### src/rtl/cps_pkg.sv
`default_nettype none
// +--------------------------------------------------------------------------+
// | cps_pkg                                                                  |
// | Shared FSM state encoding and image-size helper for the CPS loader.      |
// | Revision: 1.0                                                            |
// +--------------------------------------------------------------------------+
package cps_pkg;

  typedef enum logic [2:0] {
    ST_IDLE    = 3'd0,
    ST_CHIPRST = 3'd1,
    ST_SHIFT   = 3'd2,
    ST_LATCH   = 3'd3,
    ST_GAP     = 3'd4
  } cps_state_t;

  function automatic int nbits(input int n_out, input int sel_w);
    return n_out * sel_w;
  endfunction

endpackage
`default_nettype wire

### src/rtl/cps_bit_timer.sv
`default_nettype none
// +--------------------------------------------------------------------------+
// | cps_bit_timer                                                            |
// | Per-bit phase counter: CLK_DIV low cycles followed by CLK_DIV high.      |
// | Revision: 1.0                                                            |
// +--------------------------------------------------------------------------+
module cps_bit_timer
  import cps_pkg::*;
#(
  parameter int CLK_DIV = 4
) (
  input  logic clk,
  input  logic rst,
  input  logic i_en,
  output logic o_low_start,
  output logic o_rise,
  output logic o_sample
);

  localparam int              c_cw       = $clog2(2 * CLK_DIV);
  localparam logic [c_cw-1:0] c_rise_cnt = c_cw'(CLK_DIV - 1);
  localparam logic [c_cw-1:0] c_last_cnt = c_cw'(2 * CLK_DIV - 1);

  logic [c_cw-1:0] r_cnt;

  always_ff @(posedge clk or posedge rst) begin
    if (rst) begin
      r_cnt <= '0;
    end else if (!i_en || (r_cnt == c_last_cnt)) begin
      r_cnt <= '0;
    end else begin
      r_cnt <= r_cnt + 1'b1;
    end
  end

  // Strobes describe the current cycle; the loader uses them to set the
  // registered pin values for the following cycle.
  assign o_low_start = i_en && (r_cnt == '0);
  assign o_rise      = i_en && (r_cnt == c_rise_cnt);
  assign o_sample    = i_en && (r_cnt == c_last_cnt);

endmodule
`default_nettype wire

### src/rtl/cps_loader.sv
`default_nettype none
// +--------------------------------------------------------------------------+
// | cps_loader                                                               |
// | Serially loads a cross-point-switch select table and verifies readback.  |
// | Revision: 1.0                                                            |
// +--------------------------------------------------------------------------+
module cps_loader
  import cps_pkg::*;
#(
  parameter int N_OUT   = 16,
  parameter int SEL_W   = 5,
  parameter int CLK_DIV = 4,
  parameter int RST_CYC = 8
) (
  input  logic                     clk,
  input  logic                     reset,
  input  logic                     cfg_we,
  input  logic [$clog2(N_OUT)-1:0] cfg_addr,
  input  logic [SEL_W-1:0]         cfg_data,
  input  logic                     start,
  input  logic                     hw_reset_req,
  output logic                     busy,
  output logic                     done,
  output logic                     verify_err,
  output logic                     CPS_clk,
  output logic                     CPS_ce_n,
  output logic                     CPS_datain,
  input  logic                     CPS_dataout,
  output logic                     CPS_reset_n,
  output logic                     CPS_update_n
);

  localparam int              NBITS      = nbits(N_OUT, SEL_W);
  localparam int              c_bw       = $clog2(NBITS);
  localparam logic [c_bw-1:0] c_last_bit = c_bw'(NBITS - 1);
  localparam int              c_cnt_max  = (RST_CYC > CLK_DIV) ? RST_CYC : CLK_DIV;
  localparam int              c_cw       = $clog2(c_cnt_max);
  localparam logic [c_cw-1:0] c_rst_last = c_cw'(RST_CYC - 1);
  localparam logic [c_cw-1:0] c_div_last = c_cw'(CLK_DIV - 1);

  logic [N_OUT-1:0][SEL_W-1:0] r_table;
  logic [NBITS-1:0]            r_shift;
  logic [NBITS-1:0]            r_prev;
  logic                        r_prev_valid;
  logic [c_bw-1:0]             r_bit;
  logic [c_cw-1:0]             r_cnt;
  cps_state_t                  r_state;
  logic                        r_sync1, r_sync2;
  logic r_cps_clk, r_ce_n, r_datain, r_reset_n, r_update_n;
  logic r_busy, r_done, r_verify_err;
  logic w_low_start, w_rise, w_sample;

  cps_bit_timer #(.CLK_DIV(CLK_DIV)) u_bit_timer (
    .clk         (clk),
    .rst         (reset),
    .i_en        (r_state == ST_SHIFT),
    .o_low_start (w_low_start),
    .o_rise      (w_rise),
    .o_sample    (w_sample)
  );

  always_ff @(posedge clk or posedge reset) begin
    if (reset) begin
      for (int i = 0; i < N_OUT; i++) r_table[i] <= SEL_W'(i);
    end else if (cfg_we) begin
      r_table[cfg_addr] <= cfg_data;
    end
  end

  always_ff @(posedge clk or posedge reset) begin
    if (reset) begin
      r_sync1 <= 1'b0;
      r_sync2 <= 1'b0;
    end else begin
      r_sync1 <= CPS_dataout;
      r_sync2 <= r_sync1;
    end
  end

  always_ff @(posedge clk or posedge reset) begin
    if (reset) begin
      r_state      <= ST_IDLE;
      r_cps_clk    <= 1'b0;
      r_ce_n       <= 1'b1;
      r_datain     <= 1'b0;
      r_reset_n    <= 1'b0;
      r_update_n   <= 1'b1;
      r_busy       <= 1'b0;
      r_done       <= 1'b0;
      r_verify_err <= 1'b0;
      r_prev_valid <= 1'b0;
      r_shift      <= '0;
      r_prev       <= '0;
      r_bit        <= '0;
      r_cnt        <= '0;
    end else begin
      r_done <= 1'b0;
      case (r_state)
        ST_IDLE: begin
          r_cps_clk  <= 1'b0;
          r_ce_n     <= 1'b1;
          r_datain   <= 1'b0;
          r_reset_n  <= 1'b1;
          r_update_n <= 1'b1;
          if (start) begin
            r_shift      <= r_table;
            r_busy       <= 1'b1;
            r_verify_err <= 1'b0;
            r_bit        <= '0;
            r_cnt        <= '0;
            if (hw_reset_req) begin
              r_state   <= ST_CHIPRST;
              r_reset_n <= 1'b0;
            end else begin
              r_state  <= ST_SHIFT;
              r_ce_n   <= 1'b0;
              r_datain <= r_table[N_OUT-1][SEL_W-1];
            end
          end
        end
        ST_CHIPRST: begin
          if (r_cnt == c_rst_last) begin
            r_reset_n    <= 1'b1;
            r_prev_valid <= 1'b0;
            r_state      <= ST_SHIFT;
            r_ce_n       <= 1'b0;
            r_datain     <= r_shift[NBITS-1];
          end else begin
            r_cnt <= r_cnt + 1'b1;
          end
        end
        ST_SHIFT: begin
          // Both images rotate rather than shift so they are intact after
          // the last bit: r_shift becomes the next reference image.
          if (w_low_start) r_shift <= {r_shift[NBITS-2:0], r_shift[NBITS-1]};
          if (w_rise) r_cps_clk <= 1'b1;
          if (w_sample) begin
            r_cps_clk <= 1'b0;
            r_prev    <= {r_prev[NBITS-2:0], r_prev[NBITS-1]};
            if (r_prev_valid && (r_sync2 != r_prev[NBITS-1])) r_verify_err <= 1'b1;
            if (r_bit == c_last_bit) begin
              r_state    <= ST_LATCH;
              r_ce_n     <= 1'b1;
              r_datain   <= 1'b0;
              r_update_n <= 1'b0;
              r_cnt      <= '0;
            end else begin
              r_bit    <= r_bit + 1'b1;
              r_datain <= r_shift[NBITS-1];
            end
          end
        end
        ST_LATCH: begin
          if (r_cnt == c_div_last) begin
            r_update_n <= 1'b1;
            r_state    <= ST_GAP;
            r_cnt      <= '0;
          end else begin
            r_cnt <= r_cnt + 1'b1;
          end
        end
        ST_GAP: begin
          if (r_cnt == c_div_last) begin
            r_done       <= 1'b1;
            r_busy       <= 1'b0;
            r_prev_valid <= 1'b1;
            r_prev       <= r_shift;
            r_state      <= ST_IDLE;
          end else begin
            r_cnt <= r_cnt + 1'b1;
          end
        end
        default: r_state <= ST_IDLE;
      endcase
    end
  end

  assign busy         = r_busy;
  assign done         = r_done;
  assign verify_err   = r_verify_err;
  assign CPS_clk      = r_cps_clk;
  assign CPS_ce_n     = r_ce_n;
  assign CPS_datain   = r_datain;
  assign CPS_reset_n  = r_reset_n;
  assign CPS_update_n = r_update_n;

endmodule
`default_nettype wire

### config.mk
export PLATFORM = sky130hd
export DESIGN_NAME = cps_loader
export DESIGN_NICKNAME = d
export VERILOG_FILES = /design/src/rtl/cps_pkg.sv /design/src/rtl/cps_bit_timer.sv /design/src/rtl/cps_loader.sv
export SDC_FILE = /design/constraint.sdc
export NUM_CORES = 1
export LEC_CHECK = 0
export BUFFER_PORTS_ARGS = -buffer_cell sky130_fd_sc_hd__buf_4
export CELL_PAD_IN_SITES_DETAIL_PLACEMENT = 1
export CELL_PAD_IN_SITES_GLOBAL_PLACEMENT = 1
export CORE_ASPECT_RATIO = 1.5
export CORE_MARGIN = 2
export CORE_UTILIZATION = 40
export DETAILED_ROUTE_END_ITERATION = 8
export PLACE_DENSITY = 0.67
export SETUP_SLACK_MARGIN = 0.02
export SYNTH_ARGS = -nofsm -noshare
export SYNTH_HDL_FRONTEND = slang
export SYNTH_SLANG_ARGS = --single-unit
### constraint.sdc
create_clock -name clk -period 16.25 [get_ports clk]
set_clock_uncertainty 0.15 [all_clocks]
set_input_delay 4.0625 -clock clk [delete_from_list [all_inputs] [get_ports clk]]
set_output_delay 4.0625 -clock clk [all_outputs]
set_load 0.02 [all_outputs]
==> results of run 1 <==
==> synth_stat cells, drive strengths merged (10+ instances only) <==
| cell type | count |
|---|---|
| dfrtp | 233 |
| nand2 | 179 |
| o21ai | 169 |
| mux2i | 160 |
| mux2 | 83 |
| buf | 35 |
| dfstp | 34 |
| clkbuf | 31 |
| nor2 | 26 |
| inv | 13 |
| a21oi | 10 |
| nand2b | 10 |
==> through the flow <==
stage                     util, %  hold WS (ns)  area [µm²]
final                        45.5         0.214       13300
after global routing         45.5         0.229       13300
after CTS                    45.5         0.222       13300
after detailed placement     42.0         0.200       12300
after global placement       42.0         0.194       12300
after floorplan                 -         0.181       11800
==> cells by family after synthesis <==
group           count (synthesis)  synth area share (%)
mux                           243                  21.5
simple gates                  247                  8.78
xor+xnor                        5                 0.371
buf+inv                        79                  2.82
fa+ha+maj                       9                 0.953
flops                         267                  56.9
compound gates                196                  8.68
==> area by class of cell <==
cell class | instances | area [µm²]
fillers | 3191 | 16000
flip-flops and latches | 267 | 6720
clock inverters | 20 | 288
multi-input cells | 700 | 4780
inverters | 13 | 56.3
repair buffers | 31 | 233
well taps | 395 | 494
clock buffers | 32 | 757
==> registers in the layout, summed over array words and instances, names as in the netlist, 3 cells and up <==
signal and count:
u_bit_timer.r_cnt 3, r_table 80, r_state 3, r_bit 7, r_shift 80, r_cnt 3
r_prev 80
==> path summary, 6_finish.rpt <==
path / start / end / slack [ns] / depth (start not counted)
max in group asynchronous: reset / r_table[39]$_DFFE_PP0P_ / 10.84 / 3
min: r_sync1$_DFF_PP0_ / r_sync2$_DFF_PP0_ / 0.21 / 0
max: start / r_shift[40]$_DFFE_PP0P_ / 9.95 / 5
max reg2reg: r_state[0]$_DFFE_PP0P_ / r_shift[40]$_DFFE_PP0P_ / 12.60 / 5
min in group asynchronous: reset / r_prev[11]$_DFFE_PP0P_ / 3.56 / 2
min reg2reg: r_sync1$_DFF_PP0_ / r_sync2$_DFF_PP0_ / 0.21 / 0
==> power breakdown <==
group          switching (mW)  total (mW)  internal (mW)  leakage [nW]
logic                   0.295       0.514          0.219          2.05
clock network           0.275       0.720          0.446         0.516
registers               0.119       0.949          0.829          3.40
==> layer usage <==
metal	global-route usage (%)	up-vias	wire length (µm)
met4	4.11	0	464
met5	0	-	0
li1	-	3595	-
met2	30.7	62	13400
met1	23.4	3920	11600
met3	2.14	33	586
==> results.sh, run 1 <==
export IMPL_yosys_warnings=0
export IMPL_io_pins=23
export IMPL_synth_net_count=1070
export IMPL_vias=7610
export IMPL_grt_setup_unrepaired="no"
export IMPL_cts_made_buffers=28
export IMPL_setup_viol=0
export IMPL_synthTopCellsByArea="dfrtp_1, mux2i_1, mux2_2, dfstp_2, o21ai_0"
export IMPL_synth_top_area_share_pct=49.4
export IMPL_ys_ff_latch=267
export IMPL_cts_resized_gates=0
export IMPL_num_rows=77
export IMPL_final_antenna_net_count=0
export IMPL_criticalPathCategory="input port to register"
export IMPL_synth_distinct_cells=40
export IMPL_arrival_ns=6.52
export IMPL_hold_class="register to register"
export IMPL_setup_tns_final_ns=0
export IMPL_tightest_slew_ns=1.15
export IMPL_slew_headroom_pct=23.6
export IMPL_grt_max_degree=138
export IMPL_crit_path_end_kind="register"
export IMPL_ys_seq_area_share_pct=56.9
export IMPL_die_area_um2=30900
export IMPL_period_minus_slack_ns=6.30
export IMPL_io_buffers=22
export IMPL_vias_per_cell=5.22
export IMPL_max_freq_mhz=159
export IMPL_ir_drop_mv=0.0957
export IMPL_overflow=0
export IMPL_core_um2=29300
export IMPL_clk_pin_slew_ns=0.06
export IMPL_synthArstFlopShare_pct=100
export IMPL_syn2layout_area_growth_pct=12.9
export IMPL_cts_tree="built"
export IMPL_die_h_um=214
export IMPL_die_x_um=144
export IMPL_p_per_area_nw_per_um2=164
export IMPL_cpMaxStageDelayCell="buf_4"
export IMPL_status="finished, final reports clean"
export IMPL_antenna_found_initial=0
export IMPL_drt_pass1_iter_count=4
export IMPL_crit_required_ns=16.47
export IMPL_initial_utilization_pct=40.3
export IMPL_drive_gt1_share_pct=19.4
export IMPL_postCtsHoldBufs=0
export IMPL_cts_sinks=267
export IMPL_fin_nets=1065
export IMPL_synth_edf_count=0
export IMPL_crit_fanout=122
export IMPL_clk_path_buf_depth=3
export IMPL_layout_common_cells="dfrtp_1, nand2_1, o21ai_0"
export IMPL_drtIter0Drc=275
export IMPL_syn_inst=1046
export IMPL_avgRoutedWirePerCell_um=17.9
export IMPL_place_inst=1406
export IMPL_grt_pass1_vias=8350
export IMPL_layout_commonest_cell="dfrtp_1"
export IMPL_crit_top_cell="buf_4"
export IMPL_cp_cell_sequence="buf_4 -> and2_1 -> a31oi_4 -> buf_4 -> o21ai_0"
export IMPL_startpoint_type="input port"
export IMPL_dp_slack_ns=9.40
export IMPL_ctsRootBufferMaster="clkbuf_16"
export IMPL_synth_top_cell_by_area="dfrtp_1"
export IMPL_synth_main_ff_cell="dfrtp_1"
export IMPL_crit_buf_inv=2
export IMPL_cts_setup_buffers=0
export IMPL_grt_usage_pct=17.7
export IMPL_max_stage_delay_ns=0.93
export IMPL_power_total_mw=2.18
export IMPL_slew_viol_final=0
export IMPL_diodes=0
export IMPL_grt_pass1_wl_um=44200
export IMPL_min_period_over_period_pct=38.8
export IMPL_leakagePower_nw=5.97
export IMPL_syn_area_per_cell_um2=11.3
export IMPL_final_setup_worst_slack_ns=9.95
export IMPL_htreeDepth=1
export IMPL_place_gp_congestion=0.733
export IMPL_insertion_delay_ns=0.55
export IMPL_syn_cell_area_um2=11800
export IMPL_critical_path_top_delay_family="buffers and inverters"
export IMPL_drv_cap=0
export IMPL_hold_violations=0
export IMPL_dpl_hpwl_um=15500
export IMPL_totalWireLength_um=26100
export IMPL_remaining_drc_errors=0
export IMPL_stdcell_count=1458
No activity file was read; power rests on OpenSTA's default activity.
==> run 2, diff against run 1 <==
==> constraint.sdc (replaced) <==
create_clock -name clk -period 6 [get_ports clk]
set_clock_uncertainty 0.15 [all_clocks]
set_input_delay 1.5 -clock clk [delete_from_list [all_inputs] [get_ports clk]]
set_output_delay 1.5 -clock clk [all_outputs]
set_load 0.02 [all_outputs]
==> results.sh, run 2 (same netlist as run 1, synthesis figures left out) <==
export IMPL_status="finished, final reports clean"
export IMPL_crit_buf_inv=1
export IMPL_clk_pin_slew_ns=0.06
export IMPL_grtUsageMet2_pct=31.3
export IMPL_layout_commonest_cell="dfrtp_1"
export IMPL_tightest_slew_ns=1.01
export IMPL_max_freq_mhz=276
export IMPL_cts_made_buffers=28
export IMPL_cts_setup_buffers=0
export IMPL_r2r_cells=5
export IMPL_grt_setup_unrepaired="no"
export IMPL_cts_sinks=267
export IMPL_initial_utilization_pct=40.3
export IMPL_ff2ff_setup_slack_ns=2.38
export IMPL_cp_endpoint="r_prev[22]$_DFFE_PP0P_"
export IMPL_cpMaxStageDelayCell="or3b_4"
export IMPL_antenna_found_initial=0
export IMPL_cts_resized_gates=0
export IMPL_critical_path_top_delay_family="simple AND/OR/NAND/NOR gates"
export IMPL_io_pins=23
export IMPL_path_depth=5
export IMPL_setup_tns_final_ns=0
export IMPL_slew_headroom_pct=32.9
export IMPL_drv_cap=0
export IMPL_top_usage_layer="met2"
export IMPL_top_regs="r_prev: 80 flops, r_shift: 80 flops, r_table: 80 flops"
export IMPL_cp_cell_sequence="or3b_4 -> nor2_1 -> nor2_4 -> buf_4 -> o21ai_0"
export IMPL_p_seq_share_pct=45.0
export IMPL_worst_r2r_endpoint="r_prev[22]$_DFFE_PP0P_"
export IMPL_die_x_um=144
export IMPL_startpoint="r_state[0]$_DFFE_PP0P_"
export IMPL_slew_viol_final=0
export IMPL_totalWireLength_um=26300
export IMPL_grt_pass1_vias=8511
export IMPL_p_per_area_nw_per_um2=430
export IMPL_diodes=0
export IMPL_setup_viol=0
export IMPL_crit_required_ns=6.24
export IMPL_clk_path_buf_depth=3
export IMPL_final_antenna_net_count=0
export IMPL_combPwrFrac_pct=24.6
export IMPL_drive_gt1_share_pct=18.7
export IMPL_crit_fanout=73
export IMPL_hold_class="register to register"
export IMPL_internal_power_mw=3.86
export IMPL_final_core_util_pct=45.2
export IMPL_multiInputGateArea_um2=4780
export IMPL_reg2reg_from="r_state[0]$_DFFE_PP0P_"
export IMPL_grt_max_degree=151
export IMPL_crit_path_end_kind="register"
export IMPL_avgRoutedWirePerCell_um=18.0
export IMPL_ir_drop_mv=0.357
export IMPL_io_buffers=22
export IMPL_layout_common_cells="dfrtp_1, nand2_1, o21ai_0"
export IMPL_vias_per_cell=5.24
export IMPL_postCtsHoldBufs=0
export IMPL_remaining_drc_errors=0
export IMPL_grt_pass1_wl_um=44800
export IMPL_arrival_ns=3.86
export IMPL_dp_slack_ns=2.24
export IMPL_insertion_delay_ns=0.55
export IMPL_max_stage_delay_ns=0.82
export IMPL_num_rows=77
export IMPL_p_clk_share_pct=30.4
export IMPL_final_seq_area_um2=6720
export IMPL_grt_usage_pct=17.9
export IMPL_drt_pass1_iter_count=6
export IMPL_die_h_um=214
export IMPL_leakagePower_nw=5.91
export IMPL_ctsRootBufferMaster="clkbuf_16"
export IMPL_min_period_over_period_pct=60.4
export IMPL_drtIter0Drc=241
export IMPL_criticalPathCategory="register to register"
export IMPL_startpoint_type="register"
export IMPL_grtUsageMet3_pct=2.43
export IMPL_place_gp_congestion=0.749
export IMPL_nFillCells=3180
export IMPL_use_met1_pct=23.0
export IMPL_htreeDepth=1
export IMPL_final_setup_worst_slack_ns=2.38
export IMPL_period_minus_slack_ns=3.62
export IMPL_die_area_um2=30900
export IMPL_syn2layout_area_growth_pct=12.0
export IMPL_fin_nets=1066
export IMPL_overflow=0
export IMPL_dpl_hpwl_um=16100
export IMPL_vias=7646
export IMPL_core_um2=29300
export IMPL_cts_tree="built"
export IMPL_p_sw_mw=1.83
export IMPL_swShare_pct=32.2
export IMPL_hold_violations=0
==> run 2: cell types whose count changed in the layout (fill, tap and decap cells not counted) <==
| cell | change |
|---|---|
| buf_12 | +1 |
| bufinv_16 | -6 |
| clkbuf_1 | +8 |
| clkbuf_8 | +5 |
| clkinv_2 | -5 |
| clkinv_4 | -1 |
| clkinvlp_4 | +1 |
| inv_6 | -1 |
| inv_8 | -1 |
==> run 2: worst min-delay path by stage <==
| stage | from | endpoint | slack, ns | cells past startpoint |
|---|---|---|---|---|
| detailed placement | r_sync1$_DFF_PP0_ | r_sync2$_DFF_PP0_ | 0.19 | 0 |
| global route | r_sync1$_DFF_PP0_ | r_sync2$_DFF_PP0_ | 0.22 | 0 |
| global placement | r_sync1$_DFF_PP0_ | r_sync2$_DFF_PP0_ | 0.20 | 0 |
| finish | r_sync1$_DFF_PP0_ | r_sync2$_DFF_PP0_ | 0.21 | 0 |
| floorplan | r_sync1$_DFF_PP0_ | r_sync2$_DFF_PP0_ | 0.18 | 0 |
| CTS | r_sync1$_DFF_PP0_ | r_sync2$_DFF_PP0_ | 0.22 | 0 |
==> run 2: through the flow <==
stage	hold slack, ns	cell area, µm²	cells	power (mW)
floorplan	0.181	11800	1046	3.63
global placement	0.198	12300	1407	3.95
detailed placement	0.193	12300	1407	4.02
global route	0.217	13200	1459	6.08
CTS	0.217	13200	1459	5.79
finish	0.212	13200	1459	5.69
==> run 2: area by class of cell <==
class,count,area share (%)
sequential,267,50.8
multi-input combinational,700,36.2
clock buffer,45,6.47
tap,395,3.74
timing repair buffer,32,1.91
clock inverter,7,0.492
inverter,13,0.397
==> run 2: metal layers <==
metal | vias up | wire, µm
met5 | - | 0
li1 | 3608 | -
met1 | 3917 | 11300
met4 | 0 | 620
met2 | 84 | 13600
met3 | 37 | 786
==> run 2: power by group through the flow <==
stage	combinational (mW)	sequential [mW]	clock [mW]
finish	1.40	2.56	1.73
global route	1.60	2.62	1.86
CTS	1.43	2.57	1.79
detailed placement	1.43	2.60	0
global placement	1.37	2.58	0
floorplan	1.15	2.48	0
